<file path="config.mk">
export PLATFORM = sky130hd
export DESIGN_NAME = uart_tx
export DESIGN_NICKNAME = d
export VERILOG_FILES = /design/src/rtl/uart_tx.sv
export SDC_FILE = /design/constraint.sdc
export NUM_CORES = 1
export LEC_CHECK = 0
export ABC_CLOCK_PERIOD_IN_PS = 2000
export CELL_PAD_IN_SITES_DETAIL_PLACEMENT = 1
export CELL_PAD_IN_SITES_GLOBAL_PLACEMENT = 1
export CORE_MARGIN = 4
export CORE_UTILIZATION = 36
export DETAILED_ROUTE_END_ITERATION = 16
export GPL_TIMING_DRIVEN = 0
export PLACE_DENSITY_LB_ADDON = 0.15
export SLEW_MARGIN = 20
export SYNTH_ARGS = -nofsm -noshare
export SYNTH_HDL_FRONTEND = slang
export SYNTH_SLANG_ARGS = --single-unit
</file>
<file path="constraint.sdc">
create_clock -name clk -period 2 [get_ports clk]
set_input_delay 0.3 -clock clk [delete_from_list [all_inputs] [get_ports clk]]
set_output_delay 0.3 -clock clk [all_outputs]
set_load 0.05 [all_outputs]
</file>
<file path="src/rtl/uart_tx.sv">
// UART transmitter: start bit, 5..8 data bits LSB first, no parity,
// STOP_BITS stop bits. Bit timing comes from the shared baud tick, with
// OVERSAMPLE ticks per bit. A one-cycle tx_done pulse marks frame end so
// a new frame can be requested in that same cycle without an idle gap.
module uart_tx #(
    parameter int OVERSAMPLE = 16,
    parameter int STOP_BITS  = 1
) (
    input  logic       clk,
    input  logic       rst_n,
    input  logic       tick,
    input  logic       tx_en,
    input  logic [7:0] tx_data,
    input  logic [3:0] n_bits,
    output logic       tx,
    output logic       busy,
    output logic       tx_done
);

    localparam int TW = (OVERSAMPLE > 1) ? $clog2(OVERSAMPLE) : 1;
    localparam logic [TW-1:0] TICK_LAST = TW'(OVERSAMPLE - 1);
    localparam logic [3:0]    STOP_LAST = 4'(STOP_BITS - 1);

    typedef enum logic [1:0] {IDLE, START, DATA, STOP} state_t;

    state_t        state, state_next;
    logic [TW-1:0] tick_cnt, tick_cnt_next;
    logic [3:0]    bit_cnt, bit_cnt_next;
    logic [3:0]    nbits_eff, nbits_eff_next;
    logic [7:0]    shift, shift_next;
    logic          tx_next, busy_next, done_next;
    logic          bit_end;

    // The current bit period closes on the edge that sees its last tick.
    assign bit_end = tick && (tick_cnt == TICK_LAST);

    // State and datapath registers; outputs are registered so tx has no
    // combinational path from any input.
    always_ff @(posedge clk or negedge rst_n) begin
        if (!rst_n) begin
            state     <= IDLE;
            tick_cnt  <= '0;
            bit_cnt   <= '0;
            nbits_eff <= 4'd8;
            shift     <= '0;
            tx        <= 1'b1;
            busy      <= 1'b0;
            tx_done   <= 1'b0;
        end else begin
            state     <= state_next;
            tick_cnt  <= tick_cnt_next;
            bit_cnt   <= bit_cnt_next;
            nbits_eff <= nbits_eff_next;
            shift     <= shift_next;
            tx        <= tx_next;
            busy      <= busy_next;
            tx_done   <= done_next;
        end
    end

    // Next-state and datapath sequencing.
    always_comb begin
        state_next     = state;
        tick_cnt_next  = tick_cnt;
        bit_cnt_next   = bit_cnt;
        nbits_eff_next = nbits_eff;
        shift_next     = shift;
        done_next      = 1'b0;

        // Ticks only count while a frame is in flight; a tick coincident
        // with acceptance is dropped because IDLE forces the count to 0.
        if (state != IDLE && tick) begin
            tick_cnt_next = bit_end ? '0 : tick_cnt + 1'b1;
        end

        case (state)
            IDLE: begin
                tick_cnt_next = '0;
                bit_cnt_next  = '0;
                if (tx_en) begin
                    shift_next     = tx_data;
                    nbits_eff_next = (n_bits >= 4'd5 && n_bits <= 4'd8) ? n_bits : 4'd8;
                    state_next     = START;
                end
            end
            START: begin
                if (bit_end) begin
                    state_next   = DATA;
                    bit_cnt_next = '0;
                end
            end
            DATA: begin
                if (bit_end) begin
                    shift_next = {1'b0, shift[7:1]};
                    if (bit_cnt + 4'd1 >= nbits_eff) begin
                        state_next   = STOP;
                        bit_cnt_next = '0;
                    end else begin
                        bit_cnt_next = bit_cnt + 4'd1;
                    end
                end
            end
            STOP: begin
                // bit_cnt is reused to count stop-bit periods.
                if (bit_end) begin
                    if (bit_cnt >= STOP_LAST) begin
                        state_next   = IDLE;
                        bit_cnt_next = '0;
                        done_next    = 1'b1;
                    end else begin
                        bit_cnt_next = bit_cnt + 4'd1;
                    end
                end
            end
            default: state_next = IDLE;
        endcase
    end

    // Output decode from the upcoming state so the registered line
    // changes on the same edge as the state.
    always_comb begin
        tx_next   = 1'b1;
        busy_next = (state_next != IDLE);
        case (state_next)
            START:   tx_next = 1'b0;
            DATA:    tx_next = shift_next[0];
            default: tx_next = 1'b1;
        endcase
    end

endmodule
</file>
# [Word level (Yosys, flattened, before mapping)]
# Index checks and enable logic that the tools add are counted.
[classes] n_mux=24 n_reduce_logical=11 n_addsub=2 order_cmp=4 n_eq_ne=10
[ops] op="4-bit two-way mux" n=9
[ops] op="8-bit two-way mux" n=2
[ops] op="4-bit case mux with 4 select lines" n=1
[ops] op="8-bit case mux with 2 select lines" n=1
[ops] op="2-bit two-way mux" n=6
[ops] op="4-bit by 1-bit adder with 4-bit output, second input constant" n=2
[ops] op="2-bit != test, second input constant" n=4
[ops] op="2-bit case mux with 4 select lines" n=1
[ops] op="2-bit nonzero test" n=4
[ops] op="2-bit equality test, second input constant" n=3
[ops] op="3-bit AND reduction" n=2
[ops] op="2-bit by 1-bit equality test with 1-bit output, second input constant" n=2
[ops] op="4-bit equality test, second input constant" n=1
[ops] op="4-bit by 1-bit greater-or-equal comparator with 1-bit output, second input constant" n=1
[ops] op="4-bit by 3-bit greater-or-equal comparator with 1-bit output, second input constant" n=1
[ops] op="4-bit greater-or-equal comparator" n=1
[ops] op="4-bit <= comparator, second input constant" n=1
[ops] op="1-bit logical AND" n=3
[ops] op="1-bit two-way mux" n=3
[ops] op="2-bit zero test" n=1
[ops] op="1-bit case mux with 2 select lines" n=1
[ops] op="2-bit AND reduction" n=1
[totals] register_bits=25 out_inout_bits=3 word_cells=60

# [Logic depth before layout (Yosys ltp)]
# Gate-level depths: netlist of the first run.
[logic_depth] word_depth=7 ltp_mapped=9 ltp_nobuf=9

# [Worst setup path after synthesis of the first run]
# No wires, ideal clock.
[synth_timing] kind="reg2reg" startpoint="register bit_cnt[0]" endpoint="register bit_cnt[3]" synth_period_minus_slack_ns=1.891 n_path_buf=0 slack_ns=0.109 arrival_time_ns=1.826 stages_incl_launch_ff=7 required_time_ns=1.935 path_cell_list="dfrtp_1 ha_1 ha_1 a2111oi_0 o21ai_0 nand2b_1 nand2_1"
[synth_between] elab_chain_cells=5
[synth_lines] element="start, declared" line="28" source="logic [3:0] bit_cnt, bit_cnt_next;"
[synth_lines] element="start signal, assigned" line="52" source="bit_cnt <= bit_cnt_next;"
[synth_lines] element="4-bit by 1-bit adder with 4-bit output" line="95, 99, 111"
[synth_lines] element="4-bit greater-or-equal comparator" line="95" source="if (bit_cnt + 4'd1 >= nbits_eff) begin"
[synth_lines] element="4-bit two-way mux" line="95"
[synth_lines] element="4-bit two-way mux" line="93" source="if (bit_end) begin"
[synth_lines] element="4-bit case mux with 4 select lines (*)" line="76" source="case (state)"
# Every way passes the cells marked *; elsewhere a longest branch is shown, timed or not. The select of a mux whose other input is x is not followed.
# A chain may end at the register's enable or synchronous reset.

# [Worst setup path after layout of the first run]
[layout_timing] startpoint="register tick_cnt[1]" endpoint="register tx"
[layout_rtl] element="start, declared" line="27" source="logic [TW-1:0] tick_cnt, tick_cnt_next;"
[layout_rtl] element="start signal, assigned" line="51" source="tick_cnt <= tick_cnt_next;"
[layout_rtl] element="4-bit equality test" line="35" source="assign bit_end = tick && (tick_cnt == TICK_LAST);"
[layout_rtl] element="1-bit logical AND" line="35"
[layout_rtl] element="8-bit two-way mux" line="93"
[layout_rtl] element="8-bit case mux with 2 select lines" line="76"
[layout_rtl] element="net shift_next[0]" line="30" source="logic [7:0] shift, shift_next;"
[layout_rtl] element="1-bit case mux with 2 select lines" line="124" source="case (state_next)"
[layout_rtl] element="net tx_next" line="31" source="logic tx_next, busy_next, done_next;"
[layout_rtl] element="end signal, assigned" line="55" source="tx <= tx_next;"
[layout_rtl] element="end, declared" line="15" source="output logic tx,"
# The timed path passes the listed nets, and every way through them passes these cells. The select of a mux whose other input is x is not followed.

==> impl_metrics.yaml, run 1 <==
status:
  status: "completed"
drt:
  dr.first_iter.drc_count: 37
  wire_per_inst_um: 15.0
  drt_pass1_iterations: 4
  drc: 0
  viasPerCell: 5.07
  ant_nets: 0
  vias: 998
  wirelength_mm: 2.96
sta:
  grt_setup_unrepaired: "yes"
  slew_viol_final: 0
  post-route-min-period_ns: 1.99
  whs_ns: 0.492
  slew_headroom: 0.617
  hold_viol_final: 0
  fin_tns_setup_ns: 0
  clock.fmax_mhz: 504
  finalCritPeriodShare: 0.993
  setup_violations: 0
  skew_ns: 0.000741
  worst_slew_pin_slew_ns: 0.574
  fin_ws_ns: 0.0147
synthesis:
  syn_nets: 145
  synthFlopType: "dfrtp_1"
  synth.largest_area_cell: "dfrtp_1"
  yosys-top-cells-area: "dfrtp_1 47%, nand2_1 7.7%, ha_1 6.2%"
  synthArstFlopShare: 1.00
  synthAdderAreaFrac: 0.0617
  synth_top_family_by_area: "simple AND/OR/NAND/NOR gates"
  synthCells: 123
  synth_top_area_frac: 0.473
  synthMuxAreaShare: 0.0257
  synthSimpleGateAreaFrac: 0.197
  ys_top_cells_by_count: "25 x nand2_1, 23 x dfrtp_1, 8 x nor2_1"
  yosysUniqueCellTypes: 35
  netlist_area_mm2: 0.00122
  synth_xor_area_frac: 0.0288
  ys_warn_count: 0
  avgSynthCellArea_um2: 9.90
  seq_area_frac_synth: 0.516
  synth_compound_area_frac: 0.129
  synth_most_common_cell: "nand2_1"
  synth_edf_count: 0
  synth-seq-cells: 25
layout:
  area_growth_pct: 32.2
  ff_latch_area_um2: 629
  stdcell_count: 197
  multi_input_area_um2: 608
  layout.nets: 176
  diodes: 0
  design_area_mm2: 0.00161
  drive_above_1_share: 0.183
  fillCellCount: 378
  final_core_util: 0.510
power:
  comb_power_share: 0.358
  power.switching_fraction: 0.359
  power_density_mw_per_mm2: 975
  clkPwrFrac: 0.147
  irDropWorstVdd_v: 0.000425
  p_leak_nw: 0.748
  power_mw: 1.57
  seqPwrFrac: 0.496
  p_int_mw: 1.01
  switchingPower_mw: 0.563
worst_setup_path:
  slowest_stage: "dfrtp_1"
  end_kind: "flip-flop"
  path_class: "reg -> reg"
  required_ns: 2.26
  critPathTopFamily: "compound AO/OA/AOI/OAI gates"
  critPathLaunchType: "flip-flop"
  worstPathMaxFanout: 4
  critPathArrivalTime_ns: 2.24
  worstPathCellList: "ha_2, and4_1, buf_6, and3_4, buf_6, a221o_1, o21ai_1, o211ai_1"
  max_stage_delay_ns: 0.43
  path_buf_inv: 2
  path_common_cell: "buf_6"
run:
  cap_viol_max_count: 0
clock_network:
  cts_buffer_depth: 2
  htreeDepth: 1
  cts.clk_slew.worst_paths_ns: 0.13
  clkLatencyLatePin_ns: 0.32
  cts-root-buf: "clkbuf_4"
  cts_tree: "done"
  cts_sinks: 25
  cts_inserted_buffers: 3
global_route:
  globalRouteOverflowTotal: 0
  grt_pass1_wl_mm: 4.91
  antenna_found_initial: 0
  grt_usage: 0.144
  grt_max_degree: 26
  grt_pass1_vias: 1081
placement:
  post_dp_cell_area_mm2: 0.00145
  gp_congestion: 0.720
  pre_cts_ws_ns: -0.380
  hpwl_mm: 2.11
  dp.cells: 185
  io_buffers: 18
floorplan:
  die-area_mm2: 0.00438
  num_io_pins: 19
  coreArea_mm2: 0.00315
  die_w_um: 66.2
  fp.dieH_um: 66.2
  start_util: 0.386
  std_cell_rows: 20
hold_path:
  hold_path.class: "in -> async"
-- cells in the final DEF (no fill, tap or decap), types with 3 or more instances in the layout --
master            n
dfrtp_1          22
nand3_1           3
ha_1              4
clkbuf_4          3
o21ai_0           5
buf_4             7
a22oi_1           6
clkdlybuf4s50_1  16
nor2_1            7
nand2_1          25
nand2b_1          4
inv_1             5
-- layer usage --
| layer | share of wire | global-route usage | wire (um) | vias up |
|---|---|---|---|---|
| met5 | 0 | 0 | 0 | - |
| met1 | 0.44 | 0.190 | 1300 | 492 |
| li1 | - | - | - | 484 |
| met3 | 0.032 | 0.0323 | 94 | 4 |
| met2 | 0.52 | 0.234 | 1530 | 18 |
| met4 | 0.011 | 0.0457 | 34 | 0 |
-- state kept, by name, summed over array words and instances, names as in the netlist --
name	cells
state	2
tx	1
bit_cnt	4
nbits_eff	4
tick_cnt	4
shift	8
tx_done	1
busy	1
-- area by class of cell --
type | instances | share of cell area
flip-flops and latches | 25 | 0.391
multi-input cells | 89 | 0.378
repair buffers | 26 | 0.149
well taps | 44 | 0.0342
plain buffers | 4 | 0.0194
clock buffers | 4 | 0.0163
inverters | 5 | 0.0117
-- power groups by stage --
stage	clock, mW	combinational (mW)	sequential (mW)
after global placement	0	0.434	0.774
after floorplan	0	0.276	0.806
after detailed placement	0	0.464	0.793
after global routing	0.258	0.632	0.796
final	0.230	0.561	0.778
after CTS	0.242	0.493	0.782
-- final timing paths --
check / cells after the start / end / slack (ns) / from
worst min-delay path: 2 / bit_cnt[2] / 0.49 / rst_n
max in group asynchronous: 2 / bit_cnt[0] / 1.10 / rst_n
min in group clk: 1 / nbits_eff[2] / 0.50 / nbits_eff[2]
worst max-delay path: 8 / tx / 0.01 / tick_cnt[1]
worst min register to register: 1 / nbits_eff[2] / 0.50 / nbits_eff[2]
worst max register to register: 8 / tx / 0.01 / tick_cnt[1]
-- what timing repair did --
| item | CTS | global route |
|---|---|---|
| endpoints found under the setup margin | 6 | 7 |
| hold buffers | 1 | 0 |
| pin swaps | 1 | 6 |
| resized for setup | 4 | 11 |
| endpoints found under the hold margin | 23 | 0 |
| setup buffers | 1 | 6 |
| gates cloned | 0 | 0 |
-- cells by family after synthesis --
logic type	after synthesis
compound gates	24
xor+xnor	4
fa+ha+maj	6
buf+inv	9
flops	25
mux	3
simple gates	52
Note: power is estimated with default switching activity, not from simulation.
==> run 2: changes to the inputs <==
- GPL_ROUTABILITY_DRIVEN: not set -> 0
==> results of run 2 <==
Same layout as run 1: the final DEF is identical, and so are final timing and power.
==> RTL change: new RTL, config.mk and constraints of run 2 <==
Make the reset (`rst_n`) synchronous in one clocked block.
--- a/src/rtl/uart_tx.sv
+++ b/src/rtl/uart_tx.sv
@@ -36,7 +36,7 @@
 
     // State and datapath registers; outputs are registered so tx has no
     // combinational path from any input.
-    always_ff @(posedge clk or negedge rst_n) begin
+    always_ff @(posedge clk) begin
         if (!rst_n) begin
             state     <= IDLE;
             tick_cnt  <= '0;
Check against the original RTL: differs if rst_n is asserted again (counterexample within 4 cycles, from zero or initial values and one cycle with rst_n low); with rst_n held inactive, the same outputs for 10 cycles.
==> RTL change against run 2 <==
  * Sequential cell count unchanged
  * Worst setup slack better by 0.10 ns
  * Worst hold slack worse by 0.066 ns
  * Via count up 3.8%
  * Routed wire length shrank 1.7%
  * Global-route usage is essentially flat
  * Maximum frequency increased by 5.6%
  * Area after synthesis grew 0.21%
  * Cell area decreased by 1.0%
  * Synthesized cell count up 11%
  * Sequential share of layout area is 7.0 points lower
Power is not compared: it rests on default switching activity, and its combinational part moved more than twofold at a synthesized area within 25%.
==> RTL change: results (changes against run 2) <==
metric	value	unit	change
seq_cells	25		unchanged
netlist_top_cells_count	dfxtp_1, nand2_1, nor2_1, a21boi_0, o21ai_0		
drt_iter0_drc	33		-11%
cp_max_fo	7		+3
hp-class	input pin to flip-flop		
multi_input_area_share	46.98	%	+9.2 points
syn_inst	137		+11%
status	complete, no violations		
synth_ff_type	dfxtp_1		
placement.cell_area	1460	um2	+0.86%
rrSetupSlack	0.12	ns	+0.10 ns
wl_per_cell	14.25	um	-5.1%
hold_end	tick_cnt[1]		
worstPathArrival	2.08	ns	-0.16 ns
finalNetCount	183		+4.0%
clk-insertion-delay-late	0.31	ns	
fillers	384		+1.6%
instances_no_fill	204		+3.6%
buffers	25		-17%
n_all_inverters	6		+1
grt_first_pass_wirelength	4.947	mm	+0.71%
avgViaCountPerCell	5.078		+0.25%
r2r-end	tx		
synth_seq_area_share	41.03	%	-11 points
fin_util	50.52	%	-0.52 points
synth.area.top_cells	dfxtp_1, nand2_1, ha_1, a21boi_0, a22oi_1		
drive_gt1_share	18.13	%	-0.18 points
synth_mux_area_share	1.744	%	-0.83 points
synth-xor-area-share	2.872	%	-0.0059 points
place_ws	-0.2922	ns	+0.08826 ns
nonClkBufAreaFrac	14.30	%	-2.6 points
r2r-start	tick_cnt[1]		
grt_pass1_vias	1099		+1.7%
seqCellArea	511.7	um2	-19%
nClkBuffers	3		-1
fin_worst_skew	0.002239	ns	+0.001498 ns
dp_hpwl	2.156	mm	+2.4%
synth_compound_area_share	21.23	%	+8.3 points
comb.multi_input.count	100		+12%
grtUsageTotal	14.49	%	+0.039 points
tightest_slew	0.4977	ns	-0.07624 ns
clockNetworkAreaShare	1.728	%	+0.095 points
synthesis.nets	159		+9.7%
postSynth.asyncResetShare	0	%	-100 points
grt_max_degree	15		-42%
antenna_cells	0		unchanged
drtPass1Iterations	3		-1
r2r_cells	7		-1
synth_fa_ha_area_share	6.154	%	-0.013 points
## RTL change: changes by cell type after synthesis, moves of 3 or more
cell      change
and2_1        +5
nor3_1        -3
dfxtp_1      +25
nand2_1       -4
clkbuf_1      +3
a21boi_0      +7
dfrtp_1      -23
## RTL change: metal layers
metal  up-vias  track usage, %  wire length [um]
met5         -               0                 0
met2        10           25.53              1490
met1       496           17.65              1314
met4         0           4.569                30
li1        526               -                 -
met3         4           2.551                71
## RTL change: power by group
group          leakage [nW]  total [mW]  switching (mW)  internal [mW]
Combinational         0.353       0.130          0.0653         0.0646
Clock                0.0177       0.226           0.151         0.0748
Sequential            0.207       0.525          0.0114          0.514
## RTL change: worst max-delay path: stages (launching register included)
cell and delay [ns]:
dfxtp_2 0.41, ha_4 0.16, and4_4 0.23, buf_6 0.13
a31oi_4 0.14, a221o_1 0.37, nor4_2 0.27, o21ai_1 0.08
## RTL change: how the worst max path moves through the flow
stage,slack [ns],cells after the start,from,end
floorplan,0.08,7,bit_cnt[0],tx
global placement,-0.27,7,tick,tx
detailed placement,-0.29,7,tick,tx
CTS,0.009,8,bit_cnt[0],tx
global route,-0.03,7,tick_cnt[1],tx
finish,0.12,7,tick_cnt[1],tx
## RTL change: metrics by stage
| step | TNS (ns) | hold WS, ns |
|---|---|---|
| 4_1_cts | 0 | 0.4811 |
| 2_1_floorplan | 0 | 0.4383 |
| 3_3_place_gp | -0.7799 | 0.4509 |
| 5_1_grt | -0.02650 | 0.4535 |
| 6_report | 0 | 0.4260 |
| 3_5_place_dp | -1.379 | 0.4619 |
## RTL change: timing repair
item | CTS | global route
resized for setup | 2 | 18
pin swaps | 1 | 8
endpoints found under the setup margin | 5 | 7
setup buffers | 0 | 3
endpoints found under the hold margin | 0 | 0
